### config.mk
export PLATFORM = sky130hd
export DESIGN_NAME = jk_counter_stage
export DESIGN_NICKNAME = d
export VERILOG_FILES = /design/src/rtl/jk_counter_pkg.sv /design/src/rtl/jk_counter_stage_jk_cell.sv /design/src/rtl/jk_counter_stage.sv
export SDC_FILE = /design/constraint.sdc
export NUM_CORES = 1
export LEC_CHECK = 0
export CAP_MARGIN = 20
export CORE_AREA = 10 10 47 49
export DETAILED_ROUTE_END_ITERATION = 10
export DIE_AREA = 0 0 57 59
export GPL_TIMING_DRIVEN = 0
export PLACE_DENSITY = 0.7
export REMOVE_ABC_BUFFERS = 1
export SKIP_LAST_GASP = 1
export SLEW_MARGIN = 20
export SYNTH_ARGS = -nofsm -noshare
export SYNTH_HDL_FRONTEND = slang
export SYNTH_SLANG_ARGS = --single-unit
export TNS_END_PERCENT = 1
### constraint.sdc
create_clock -name Clock -period 3.2 [get_ports Clock]
set_input_delay 0.48 -clock Clock [delete_from_list [all_inputs] [get_ports Clock]]
set_output_delay 0.48 -clock Clock [all_outputs]
set_load 0.05 [all_outputs]
### src/rtl/jk_counter_pkg.sv
// JK code type and excitation helper shared by the JK counter stage.
// Build option JK_COUNTER_MODULUS_EN is consumed by jk_counter_stage.
package jk_counter_pkg;

  typedef enum logic [1:0] {
    JK_HOLD   = 2'b00,
    JK_RESET  = 2'b01,
    JK_SET    = 2'b10,
    JK_TOGGLE = 2'b11
  } jk_t;

  function automatic jk_t jk_to(
    input logic cur,
    input logic tgt
  );
    if (cur == tgt) return JK_HOLD;
    return tgt ? JK_SET : JK_RESET;
  endfunction

endpackage

### src/rtl/jk_counter_stage_jk_cell.sv
// Single JK storage bit, async active-low reset to Q=0/QBar=1.
// Build option JK_COUNTER_MODULUS_EN has no effect here.
import jk_counter_pkg::*;

module jk_cell (
  input  logic Clock,
  input  logic ResetN,
  input  logic j,
  input  logic k,
  output logic q,
  output logic qbar
);

  always_ff @(posedge Clock or negedge ResetN) begin
    if (!ResetN) begin
      q <= 1'b0;
    end else begin
      case ({j, k})
        JK_HOLD:   q <= q;
        JK_RESET:  q <= 1'b0;
        JK_SET:    q <= 1'b1;
        default:   q <= ~q;
      endcase
    end
  end

  assign qbar = ~q;

endmodule

### src/rtl/jk_counter_stage.sv
// WIDTH-bit up/down counter built from per-bit JK excitation and cells.
// Define JK_COUNTER_MODULUS_EN to wrap at MODULUS instead of 2**WIDTH.
import jk_counter_pkg::*;

module jk_counter_stage #(
  parameter int WIDTH   = 4,
  parameter int MODULUS = 10
) (
  input  logic             Clock,
  input  logic             ResetN,
  input  logic             Enable,
  input  logic             Up,
  input  logic             Load,
  input  logic [WIDTH-1:0] LoadValue,
  output logic [WIDTH-1:0] Count,
  output logic [WIDTH-1:0] CountBar,
  output logic             Wrap
);

`ifdef JK_COUNTER_MODULUS_EN
  localparam logic [WIDTH-1:0] TERM =
    WIDTH'(MODULUS - 1);
`else
  // MODULUS is deliberately masked out here
  localparam logic [WIDTH-1:0] TERM =
    WIDTH'((2**WIDTH - 1) | (MODULUS & 0));
`endif

  logic [1:0] code [WIDTH];
  logic       carry;
  logic       wrap_d;
  logic       wrap_q;

  always_comb begin
    wrap_d = 1'b0;
    carry  = 1'b1;
    for (int i = 0; i < WIDTH; i++) begin
      code[i] = JK_HOLD;
    end
    if (Load) begin
      for (int i = 0; i < WIDTH; i++) begin
        code[i] = LoadValue[i] ? JK_SET : JK_RESET;
      end
    end else if (Enable) begin
      // bit i toggles when all lower bits are 1 (up) or 0 (down)
      for (int i = 0; i < WIDTH; i++) begin
        code[i] = carry ? JK_TOGGLE : JK_HOLD;
        carry   = carry & (Up ? Count[i] : ~Count[i]);
      end
      if (Up && Count >= TERM) begin
        wrap_d = 1'b1;
`ifdef JK_COUNTER_MODULUS_EN
        for (int i = 0; i < WIDTH; i++) begin
          code[i] = JK_RESET;
        end
`endif
      end
      if (!Up && Count == '0) begin
        wrap_d = 1'b1;
`ifdef JK_COUNTER_MODULUS_EN
        for (int i = 0; i < WIDTH; i++) begin
          code[i] = jk_to(Count[i], TERM[i]);
        end
`endif
      end
    end
  end

  for (genvar i = 0; i < WIDTH; i++) begin : g_cell
    jk_cell u_cell (
      .Clock  (Clock),
      .ResetN (ResetN),
      .j      (code[i][1]),
      .k      (code[i][0]),
      .q      (Count[i]),
      .qbar   (CountBar[i])
    );
  end

  always_ff @(posedge Clock or negedge ResetN) begin
    if (!ResetN) begin
      wrap_q <= 1'b0;
    end else begin
      wrap_q <= wrap_d;
    end
  end

  assign Wrap = wrap_q;

endmodule

==> flow_summary_export.csv <==
group,metric,value,unit
clocking,cts_setup_buffers,0,
cells_and_area,post-route-cell-area,565.5,um^2
floorplanning,die-area,0.003363,mm^2
detailed_routing,drt_wl_total,908,um
synth,yosys.area_share.simple,27.88,%
clocking,cts_buffer_depth,2,
detailed_routing,wl_per_cell,11.64,um
synth,yosys_register_bits,5,
synth,synth_cells,50,
placement,numPortBuffers,17,
detailed_routing,postRouteAntennaNets,0,
synth,synthXorXnorAreaFrac,4.242,%
run_status,status,"finished, final reports clean",
job,drv_cap,0,
timing,timing.fmax,0.4714,GHz
min_path,min_path_type,"primary input to asynchronous set/reset pin",
clocking,cts_tree,"built",
synth,synthAdderAreaFrac,3.030,%
power,p_total,320.6,uW
placement,dpl.cell_count,74,
timing,drv_slew,0,
cells_and_area,antenna_cells,0,
cells_and_area,final_cells,78,
floorplanning,row_count,14,
worst_setup_path,cp_max_fo,7,
worst_setup_path,worst-setup-path-type,"register to output pin",
detailed_routing,routed-via-count,381,
timing,hold_viol_final,0,
floorplanning,die_y,59,um
synth,synth_compound_area_share,15.45,%
global_route,grt_pass1_wl,1511,um
clocking,htreeDepth,1,
synth,ys_types,24,
power,irDropWorstVdd,0.2722,mV
floorplanning,start_util,29.46,%
cells_and_area,finalNetCount,73,
global_route,grt_start_max_net_pins,14,
global_route,grt_pass1_vias,362,
worst_setup_path,crit_path_start_kind,"register",
worst_setup_path,critPathArrivalTime,1.64,ns
clocking,cts-root-buf,"clkbuf_4",
timing,relSlewSlack,66.03,%
timing,min_period_over_period,66.30,%
timing,period_needed,2.122,ns
power,power_density,567.0,mW/mm^2
clocking,ctsResizeCount,0,
global_route,antenna_found_initial,0,
clocking,clk_pin_slew,0.04,ns
global_route,grt_usage,5.732,%
cells_and_area,drive_above_1_share,8.065,%
detailed_routing,via_per_inst,4.885,
synth,synth_area,412.9,um^2
synth,ys_warn_count,0,
synth,post-synth-top-area-cell,"dfrtp_1",
synth,synth_top_family_by_area,"simple AND/OR/NAND/NOR gates",
synth,synthTopCellsByArea,"dfrtp_1 (30%), buf_4 (15%), nand3_1 (7.3%)",
cells_and_area,syn_to_final_growth,36.97,%
timing,setup_viol,0,
synth,avgSynthCellArea,8.258,um^2
clocking,hold_buffers,0,
timing,setup_tns,0,ns
floorplanning,num_io_pins,18,
worst_setup_path,end_kind,"output pin",
synth,synthMuxAreaShare,0,%
placement,placed_cell_area,539.3,um^2
synth,synth_top_area_share,30.30,%
detailed_routing,dr.pass1.iters,4,
synth,yosysSeqAreaShare,30.30,%
placement,hpwl,744.9,um
detailed_routing,drc,0,
timing,worst_pin_slew,0.5080,ns
timing,clock-skew-final,0.003201,ns
timing,rsz0062_at_grt,"false",
clocking,insertion_delay,0.25,ns
placement,routabilityCongestion,0.7224,
floorplanning,coreArea,0.001401,mm^2
floorplanning,die_x,57,um
worst_setup_path,required,2.72,ns
clocking,clkSinkCount,5,
global_route,grt-ovfl-total,0,
power,p_leak,0.0002381,uW
detailed_routing,drtIter0Drc,4,
clocking,cts_buffers,3,
## synthesized netlist by cell type
| cell | number |
|---|---|
| clkbuf_1 | 1 |
| inv_1 | 4 |
| o21ai_0 | 1 |
| nand4b_1 | 1 |
| a211o_2 | 1 |
| xnor2_1 | 1 |
| or4b_4 | 1 |
| nand4_1 | 1 |
| or2b_1 | 1 |
| a211o_1 | 1 |
| nand3_1 | 6 |
| ha_1 | 1 |
| a22oi_1 | 1 |
| a21oi_1 | 1 |
| xor2_1 | 1 |
| nor2_1 | 3 |
| buf_4 | 8 |
| nor2b_1 | 2 |
| dfrtp_1 | 5 |
| nor4_1 | 1 |
| a2bb2oi_1 | 1 |
| nand2_1 | 5 |
| a211oi_1 | 1 |
| a2111o_1 | 1 |
## registers in the layout (all words and copies together) (netlist names)
signal	flops
g_cell.u_cell.q	4
Wrap	1
## worst max-delay path: stages, from the launching register on
cell             delay, ns
dfrtp_1               0.46
inv_1                 0.12
clkdlybuf4s50_1       0.81
## layout by cell type (no fill, tap or decap), drive strengths merged
cell type and n:
nor2 3, xor2 1, nor4 1, clkbuf 4, a211o 2, nand3 6, o21ai 1, nor2b 2
or2b 1, clkdlybuf4s50 17, xnor2 1, or4b 1, nand2 5, a21oi 1, a22oi 1, dfrtp 5
a2111o 1, a2bb2oi 1, inv 4, nand4 1, nand4b 1, ha 1, a211oi 1
## cells by family after synthesis
group	count (synthesis)
AO/OA/AOI/OAI	8
XOR/XNOR	2
flip-flops	5
adder cells (fa/ha/maj)	1
buffers and inverters	13
AND/OR/NAND/NOR	21
## metal layers
| layer | track usage [%] | wire length [um] |
|---|---|---|
| met4 | 3.020 | 10 |
| met5 | 0 | 0 |
| met3 | 5.579 | 157 |
| met2 | 7.907 | 369 |
| met1 | 5.535 | 371 |
## worst paths after layout
check                                               startpoint                              to  slack, ns  depth (start not counted)
worst max register to register  g_cell[0].u_cell.q$_DFFE_PN0P_  g_cell[3].u_cell.q$_DFFE_PN0P_       1.59                          3
worst min-delay path                                    ResetN                  Wrap$_DFF_PN0_       0.45                          1
worst min register to register  g_cell[3].u_cell.q$_DFFE_PN0P_  g_cell[3].u_cell.q$_DFFE_PN0P_       0.67                          2
worst max-delay path            g_cell[0].u_cell.q$_DFFE_PN0P_                     CountBar[0]       1.08                          2
min in group Clock              g_cell[3].u_cell.q$_DFFE_PN0P_  g_cell[3].u_cell.q$_DFFE_PN0P_       0.67                          2
max in group asynchronous                               ResetN  g_cell[2].u_cell.q$_DFFE_PN0P_       2.57                          1
## where the power goes
| part | internal (uW) | leakage, uW | switching [uW] | total [uW] |
|---|---|---|---|---|
| registers | 72.7 | 0.0000618 | 16.0 | 88.7 |
| clock network | 47.2 | 0.0000150 | 27.2 | 74.4 |
| logic | 58.2 | 0.000161 | 99.3 | 158 |
| total | 178 | 0.000238 | 142 | 321 |
## stage by stage
stage,hold WS [ns],setup WS [ns],utilization [%]
after CTS,0.4459,1.055,40.36
final,0.4479,1.078,40.36
after global placement,0.6495,1.061,38.48
after floorplan,0.1844,1.442,-
after global routing,0.4653,1.001,40.36
after detailed placement,0.6638,1.035,38.48
## area by class of cell
type | instances | area, um^2
Sequential cell | 5 | 125.1
Inverter | 4 | 15.01
Timing Repair Buffer | 17 | 170.2
Clock buffer | 4 | 26.28
Tap cell | 16 | 20.02
Fill cell | 151 | 835.8
Multi-Input combinational cell | 32 | 209.0
(Power assumes the default switching activity.)
==> patch, RTL diff (same settings) <==
Register the output `CountBar`, with the module's reset; this adds one clock of latency there. The other outputs are not delayed to match.
--- a/src/rtl/jk_counter_stage.sv
+++ b/src/rtl/jk_counter_stage.sv
@@ -17,4 +17,6 @@
   output logic             Wrap
 );
+
+  logic [WIDTH-1:0] CountBar_d;
 
 `ifdef JK_COUNTER_MODULUS_EN
@@ -74,5 +76,5 @@
       .k      (code[i][0]),
       .q      (Count[i]),
-      .qbar   (CountBar[i])
+      .qbar   (CountBar_d[i])
     );
   end
@@ -88,4 +90,12 @@
   assign Wrap = wrap_q;
 
+  always_ff @(posedge Clock or negedge ResetN) begin
+    if (!ResetN) begin
+      CountBar <= '0;
+    end else begin
+      CountBar <= CountBar_d;
+    end
+  end
+
 endmodule
 
Check against the original RTL: not equivalent (a bounded check fails within 4 cycles, from zero or initial values and one cycle with ResetN low).
==> patch against the original RTL <==
Power grew 21%. Sequential power grew 69%. Global-route usage shrank 0.19 points. Synthesized cell count is the same. Combinational power is essentially flat. Setup slack gained 0.052 ns. Design area grew 18%. Wire length grew 7.7%. Sequential cell count grew 4. Die area is the same. Via count grew 3.7%. Critical path type unchanged. Highest routed layer unchanged. Clock skew shrank 0.00090 ns. Critical endpoint is now Count[2]. Synthesized area grew 17%.
==> patch: results (changes against the original RTL) <==
stage,metric,value,unit,change
placement,gp_congestion,0.7164,,-0.83%
worst_setup_path,slowest_delay,0.87,ns,+0.06 ns
route,drt-wirelength-per-cell,11.93,µm,+2.5%
clocking,cts_buffers,3,,unchanged
clocking,cts-htree-levels,1,,unchanged
yosys,synth-adder-area-share,2.591,%,-0.44 points
global_route,grt_pass1_vias,366,,+1.1%
global_route,grt.busiest_layer,met2,,
route,drt_iter0_markers,0,,-4
layout,fillers,154,,+2.0%
worst_setup_path,crit_fanout,7,,unchanged
power,switching_share,38.92,%,-5.5 points
power,powerDensity,584.9,nW/µm²,+3.2%
placement,place_ws,1.044,ns,+0.009170 ns
route,wl_met3,99,µm,-37%
yosys,synth_seq_area_share,46.63,%,+16 points
placement,io_buffers,17,,unchanged
placement,placed_cell_area,639.4,µm²,+19%
route,wl_met2,437,µm,+18%
global_route,antenna_found_initial,0,,unchanged
route,wl,978,µm,+7.7%
timing,whs,0.5157,ns,+0.06783 ns
global_route,grt_usage,5.539,%,-0.19 points
power,ir_worst_vdd,0.2783,mV,+2.2%
global_route,grt_use_met1,6.456,%,+0.92 points
yosys,avgSynthCellArea,9.659,µm²,+17%
timing,timing.fmax,483.1,MHz,+2.5%
power,leakagePower,0.2833,nW,+19%
yosys,ys_warn_count,0,,unchanged
clocking,clk_latency,0.25,ns,about the same
timing,worst_pin_slew,0.5267,ns,+0.01876 ns
global_route,grt.met3_usage,3.004,%,-2.6 points
run_status,status,"complete, no violations",,
clocking,cts-resized-gates,0,,unchanged
clocking,cts_root_buf,clkbuf_4,,
yosys,async_flop_share,100.0,%,unchanged
placement,place_inst,78,,+5.4%
power,clock_power_share,20.9,%,-2.3 points
route,wl_met1,417,µm,+12%
hold_path,hp-class,in2async,,
global_route,grt_pass1_wl,1504,µm,-0.46%
yosys,synthTopCellsByCount,"dfrtp_1 (9), nand3_1 (6), nand2_1 (5)",,
layout,nets,77,,+5.5%
placement,hpwl,750,µm,+0.68%
yosys,ys_top_cells_by_area,"dfrtp_1 (47%), nand3_1 (6.2%), buf_4 (6.2%)",,
yosys,synth-compound-area-share,13.21,%,-2.2 points
layout,drive_gt1_share,7.576,%,-0.49 points
clocking,path_clk_slew,0.06,ns,+0.02 ns
global_route,grt_use_met2,6.977,%,-0.93 points
power,seqPwrFrac,38.5,%,+11 points
worst_setup_path,arrival,1.59,ns,-0.05 ns
timing,finClkSkew,0.002303,ns,-0.0008978 ns
route,dr.pass1.iters,1,,-3
yosys,synth_xor_area_share,3.627,%,-0.62 points
route,dr_total_vias,395,,+3.7%
==> patch: cell types whose count changed after synthesis <==
cell     before  now
buf_4         8    4
dfrtp_1       5    9
==> patch: cell type report <==
cell class / count / area [µm²] / share of cell area (%)
well taps: 16 / 20.02 / 3.008
clock buffers: 4 / 26.28 / 3.947
inverters: 4 / 15.01 / 2.256
flip-flops and latches: 9 / 225.2 / 33.83
multi-input cells: 32 / 209.0 / 31.39
repair buffers: 17 / 170.2 / 25.56
==> patch: worst paths after layout <==
| kind | start | to | depth (start not counted) |
|---|---|---|---|
| min in group Clock | g_cell[3].u_cell.q | CountBar[3] | 1 |
| worst min register to register | g_cell[3].u_cell.q | CountBar[3] | 1 |
| max in group asynchronous | ResetN | Wrap | 1 |
| worst min-delay path | ResetN | g_cell[2].u_cell.q | 1 |
| worst max register to register | g_cell[0].u_cell.q | g_cell[3].u_cell.q | 3 |
| worst max-delay path | g_cell[2].u_cell.q | Count[2] | 1 |
